$ cat src/rtl/sys_defs_pkg.sv
// sys_defs: shared sizing macros and reservation-station slot-state type
`ifndef SYS_DEFS_PKG_SV
`define SYS_DEFS_PKG_SV
`define RS_SIZE 8
`define ROB_SIZE 32
package sys_defs;
  typedef enum logic [1:0] {RS_FREE, RS_WAIT, RS_READY} RS_SLOT_STATE;
endpackage
`endif

$ cat src/rtl/rs_ctrl_rot_sel.sv
// rs_rot_sel: grants the first set request at or after ptr, wrapping modulo N
module rs_rot_sel #(
  parameter int N = 8,
  parameter int W = $clog2(N)
) (
  input  logic [N-1:0] req,
  input  logic [W-1:0] ptr,
  output logic [W-1:0] grant,
  output logic         valid
);
  always_comb begin
    grant = '0;
    for (int i = N - 1; i >= 0; i--)
      if (req[(int'(ptr) + i) % N]) grant = W'((int'(ptr) + i) % N);
  end
  assign valid = |req;
endmodule

$ cat src/rtl/rs_ctrl.sv
// rs_ctrl: reservation-station slot allocation, CDB wakeup and rotating issue select
module rs_ctrl
  import sys_defs::*;
#(
  parameter int RS_SIZE = `RS_SIZE,
  parameter int TAG_W   = $clog2(`ROB_SIZE)
) (
  input  logic                       clock,
  input  logic                       reset,
  input  logic                       alloc_valid,
  input  logic [TAG_W-1:0]           alloc_rs1_tag,
  input  logic [TAG_W-1:0]           alloc_rs2_tag,
  input  logic                       alloc_rs1_ready,
  input  logic                       alloc_rs2_ready,
  input  logic                       cdb_valid,
  input  logic [TAG_W-1:0]           cdb_tag,
  input  logic                       ex_ready,
  input  logic                       squash,
  output logic                       alloc_ok,
  output logic [$clog2(RS_SIZE)-1:0] alloc_idx,
  output logic                       issue_valid,
  output logic [$clog2(RS_SIZE)-1:0] issue_idx,
  output logic [$clog2(RS_SIZE+1)-1:0] free_count
);
  localparam int IW = $clog2(RS_SIZE);
  localparam int CW = $clog2(RS_SIZE + 1);
  RS_SLOT_STATE state [RS_SIZE];
  logic [TAG_W-1:0] tag1 [RS_SIZE];
  logic [TAG_W-1:0] tag2 [RS_SIZE];
  logic [RS_SIZE-1:0] pend1, pend2, np1, np2, free_v, ready_v;
  logic [IW-1:0] ptr;
  logic a_p1, a_p2;
  always_comb begin
    free_v = '0;
    ready_v = '0;
    np1 = '0;
    np2 = '0;
    free_count = '0;
    alloc_idx = '0;
    for (int i = RS_SIZE - 1; i >= 0; i--) begin
      free_v[i] = state[i] == RS_FREE;
      ready_v[i] = state[i] == RS_READY;
      np1[i] = pend1[i] && !(cdb_valid && cdb_tag == tag1[i]);
      np2[i] = pend2[i] && !(cdb_valid && cdb_tag == tag2[i]);
      free_count = free_count + CW'(free_v[i]);
      if (free_v[i]) alloc_idx = IW'(i);
    end
  end
  assign alloc_ok = |free_v;
  // a same-cycle broadcast of the producer tag counts as already available
  assign a_p1 = !alloc_rs1_ready && !(cdb_valid && cdb_tag == alloc_rs1_tag);
  assign a_p2 = !alloc_rs2_ready && !(cdb_valid && cdb_tag == alloc_rs2_tag);
  rs_rot_sel #(.N(RS_SIZE), .W(IW)) u_sel (
    .req   (ready_v),
    .ptr   (ptr),
    .grant (issue_idx),
    .valid (issue_valid)
  );
  always_ff @(posedge clock) begin
    if (reset || squash) begin
      ptr <= '0;
      pend1 <= '0;
      pend2 <= '0;
      for (int i = 0; i < RS_SIZE; i++) begin
        state[i] <= RS_FREE;
        tag1[i] <= '0;
        tag2[i] <= '0;
      end
    end else begin
      for (int i = 0; i < RS_SIZE; i++)
        if (state[i] == RS_WAIT) begin
          pend1[i] <= np1[i];
          pend2[i] <= np2[i];
          if (!np1[i] && !np2[i]) state[i] <= RS_READY;
        end
      if (alloc_valid && alloc_ok) begin
        state[alloc_idx] <= (a_p1 || a_p2) ? RS_WAIT : RS_READY;
        tag1[alloc_idx] <= alloc_rs1_tag;
        tag2[alloc_idx] <= alloc_rs2_tag;
        pend1[alloc_idx] <= a_p1;
        pend2[alloc_idx] <= a_p2;
      end
      if (issue_valid && ex_ready) begin
        state[issue_idx] <= RS_FREE;
        ptr <= (issue_idx == IW'(RS_SIZE - 1)) ? '0 : issue_idx + 1'b1;
      end
    end
  end
endmodule

$ cat config.mk
export PLATFORM = sky130hd
export DESIGN_NAME = rs_ctrl
export DESIGN_NICKNAME = d
export VERILOG_FILES = /design/src/rtl/sys_defs_pkg.sv /design/src/rtl/rs_ctrl_rot_sel.sv /design/src/rtl/rs_ctrl.sv
export SDC_FILE = /design/constraint.sdc
export NUM_CORES = 1
export LEC_CHECK = 0
export CAP_MARGIN = 20
export CORE_MARGIN = 2
export CORE_UTILIZATION = 60
export CTS_BUF_LIST = sky130_fd_sc_hd__clkbuf_4 sky130_fd_sc_hd__clkbuf_8
export CTS_CLUSTER_DIAMETER = 200
export DETAILED_ROUTE_END_ITERATION = 7
export PLACE_DENSITY = 0.86
export REMOVE_ABC_BUFFERS = 1
export SLEW_MARGIN = 20
export SYNTH_ARGS = -nofsm -noshare
export SYNTH_HDL_FRONTEND = slang
export SYNTH_SLANG_ARGS = --single-unit
$ cat constraint.sdc
create_clock -name clock -period 6.3 [get_ports clock]
set_input_delay 1.26 -clock clock [delete_from_list [all_inputs] [get_ports clock]]
set_output_delay 1.26 -clock clock [all_outputs]
set_load 0.03 [all_outputs]
==> qor.yml <==
area_delta_synth_final_pct: 11.1
drtAntennaViolNets: 0
wl_um: 18400
synthAdderAreaFrac_pct: 2.21
io_pins: 35
crit_chain: "buf_4 -> inv_1 -> ha_1 -> inv_1 -> mux4_2 -> a211o_1 -> a31oi_1 -> a41o_1 -> a32oi_1 -> clkdlybuf4s50_1"
cp-end-kind: "primary output"
insertedDiodeCount: 0
crit_required_ns: 5.04
hold_class: "reg2reg"
postCtsHoldBufs: 0
first_pass_iters: 5
drt-initial-drc-count: 727
drive_gt1_share_pct: 9.72
cts.repair.resized: 0
syn_inst: 677
overflow: 0
synth_top_area_share_pct: 34.3
drc: 0
grt_pass1_wl_um: 29000
synth_edf_count: 80
netlist.top_cell.by_area: "edfxtp_1"
finalWeightedCongestion: 0.990
worst_slew_pin_slew_ns: 1.07
startpoint_type: "register"
final_common_cell: "edfxtp_1"
track_usage_pct: 30.0
final_nets: 733
async_flop_share_pct: 0
synth_compound_area_share_pct: 11.6
slowest_delay_ns: 0.78
clock.fmax_mhz: 182
clock-sinks: 115
slew_headroom_pct: 28.3
synthesis.area_um2: 7010
status: "complete, no violations"
fp.dieH_um: 112
cp_max_fo: 30
antenna_found_initial: 0
fin_cells: 853
fin_crit_sh_pct: 87.0
routed-via-count: 5492
rsz0062_at_grt: "false"
post_cts_buffers: 0
synth-main-ff-cell: "edfxtp_1"
drv_slew: 0
cp.arrival_ns: 4.22
fp.dieW_um: 112
path_class: "reg2out"
final_cell_mix: "80 x edfxtp_1, 76 x and2_1, 50 x xnor2_1"
hold_viol: 0
synth-warning-count: 0
p_per_area_nw_per_um2: 240
peakVddDrop_mv: 0.192
ys_seq_elements: 115
slowest_stage: "clkdlybuf4s50_1"
setup_viol: 0
ys_seq_area_share_pct: 44.3
synthMuxAreaShare_pct: 6.68
initial_core_util_pct: 61.4
root_buffer: "clkbuf_8"
clk_path_buf_depth: 2
crit_top_cell: "inv_1"
synth_top_family_by_area: "simple AND/OR/NAND/NOR gates"
avgSynthCellArea_um2: 10.4
grt_pass1_vias: 5533
synthTopCellsByArea: "edfxtp_1 34%, dfxtp_1 10%, and2_1 6.8%, xnor2_1 6.2%, xor2_1 5.5%"
synth_xor_area_share_pct: 11.7
yosys.area_share.simple_pct: 19.5
timing.final.crit_period_ns: 5.48
synth.distinct_cells: 67
route.detailed.wl_per_inst_um: 21.6
path_clk_slew_ns: 0.07
cts_tree: "built"
fin_tns_setup_ns: 0
clk_latency_ns: 0.44
finClkSkew_ns: 0.0106
numCtsBuffers: 17
final_area_um2: 7790
grt_max_degree: 31
viasPerCell: 6.44
htree_levels: 4
dpl_cell_area_um2: 7410
hpwl_um: 13000
core_um2: 11400
dp.cells: 824
cap_violations: 0
die-area_um2: 12600
leakage_uw: 0.00290
fp-row-count: 39
numPortBuffers: 34
-- synth_stat cells (all sizes together) (13+ instances only) --
| cell type | number |
|---|---|
| edfxtp | 80 |
| o22ai | 13 |
| mux2i | 13 |
| nor2 | 36 |
| nand2 | 35 |
| a21oi | 20 |
| nand4 | 13 |
| o21ai | 20 |
| clkbuf | 26 |
| mux4 | 13 |
| dfxtp | 35 |
| and2 | 78 |
| nand3 | 21 |
| inv | 27 |
| xnor2 | 50 |
| xor2 | 44 |
-- per-layer routing --
| metal | wire length, um | global-route usage [%] |
|---|---|---|
| met5 | 0 | 0 |
| met1 | 7510 | 40.7 |
| met3 | 1600 | 6.97 |
| met2 | 8850 | 48.0 |
| met4 | 477 | 10.3 |
-- cells by family (layout without fill, tap and decap cells) --
kind of cell,Yosys count,in the layout
flip-flops,115,115
AND/OR/NAND/NOR,246,246
multiplexers,30,30
buffers and inverters,65,98
XOR/XNOR,94,94
AO/OA/AOI/OAI,117,117
adder cells (fa/ha/maj),10,10
-- where the power goes --
part	total [uW]	switching [uW]	internal, uW	leakage (uW)
Combinational	329	198	131	0.00154
Sequential	854	18.8	835	0.00117
Clock	685	300	385	0.000190
-- per-stage QoR --
step	worst slack [ns]	power, uW	hold slack, ns	utilization [%]
global route	0.554	1920	0.508	68.2
global placement	1.37	1180	0.456	64.9
CTS	0.844	1860	0.476	68.2
floorplan	1.63	1070	0.437	-
finish	0.817	1870	0.479	68.2
detailed placement	1.34	1190	0.463	64.9
-- final cells by class --
type                    instances  area (um2)
fillers                       854        3630
multi-input cells             497        3630
flip-flops and latches        115        3100
repair buffers                 41         393
clock buffers                  18         241
well taps                     143         179
clock inverters                11         140
inverters                      28         108
-- final timing paths --
check                            from                        to  slack, ns  depth (start not counted)
setup / recovery  ptr[0]$_SDFFE_PN0P_              issue_idx[2]       0.82                         10
hold reg to reg   pend2[6]$_SDFF_PN0_       pend2[6]$_SDFF_PN0_       0.48                          2
setup reg to reg  ptr[0]$_SDFFE_PN0P_  state[0][0]$_SDFFE_PP0P_       2.28                         11
hold / removal    pend2[6]$_SDFF_PN0_       pend2[6]$_SDFF_PN0_       0.48                          2
-- worst max-delay path, delay by kind of cell (launching register included) --
kind                       cells  cell delay, ns
adders and majority gates      1            0.63
buffers and inverters          4            1.57
muxes                          1            0.31
DFF                            1            0.31
AOI/OAI and AO/OA              4            0.93
-- sequential cells by signal (all words and copies together), names as in the netlist --
| register | flops |
|---|---|
| ptr | 3 |
| tag2 | 40 |
| tag1 | 40 |
| pend1 | 8 |
| state | 16 |
| pend2 | 8 |
Note: power is estimated with default switching activity, not from simulation.
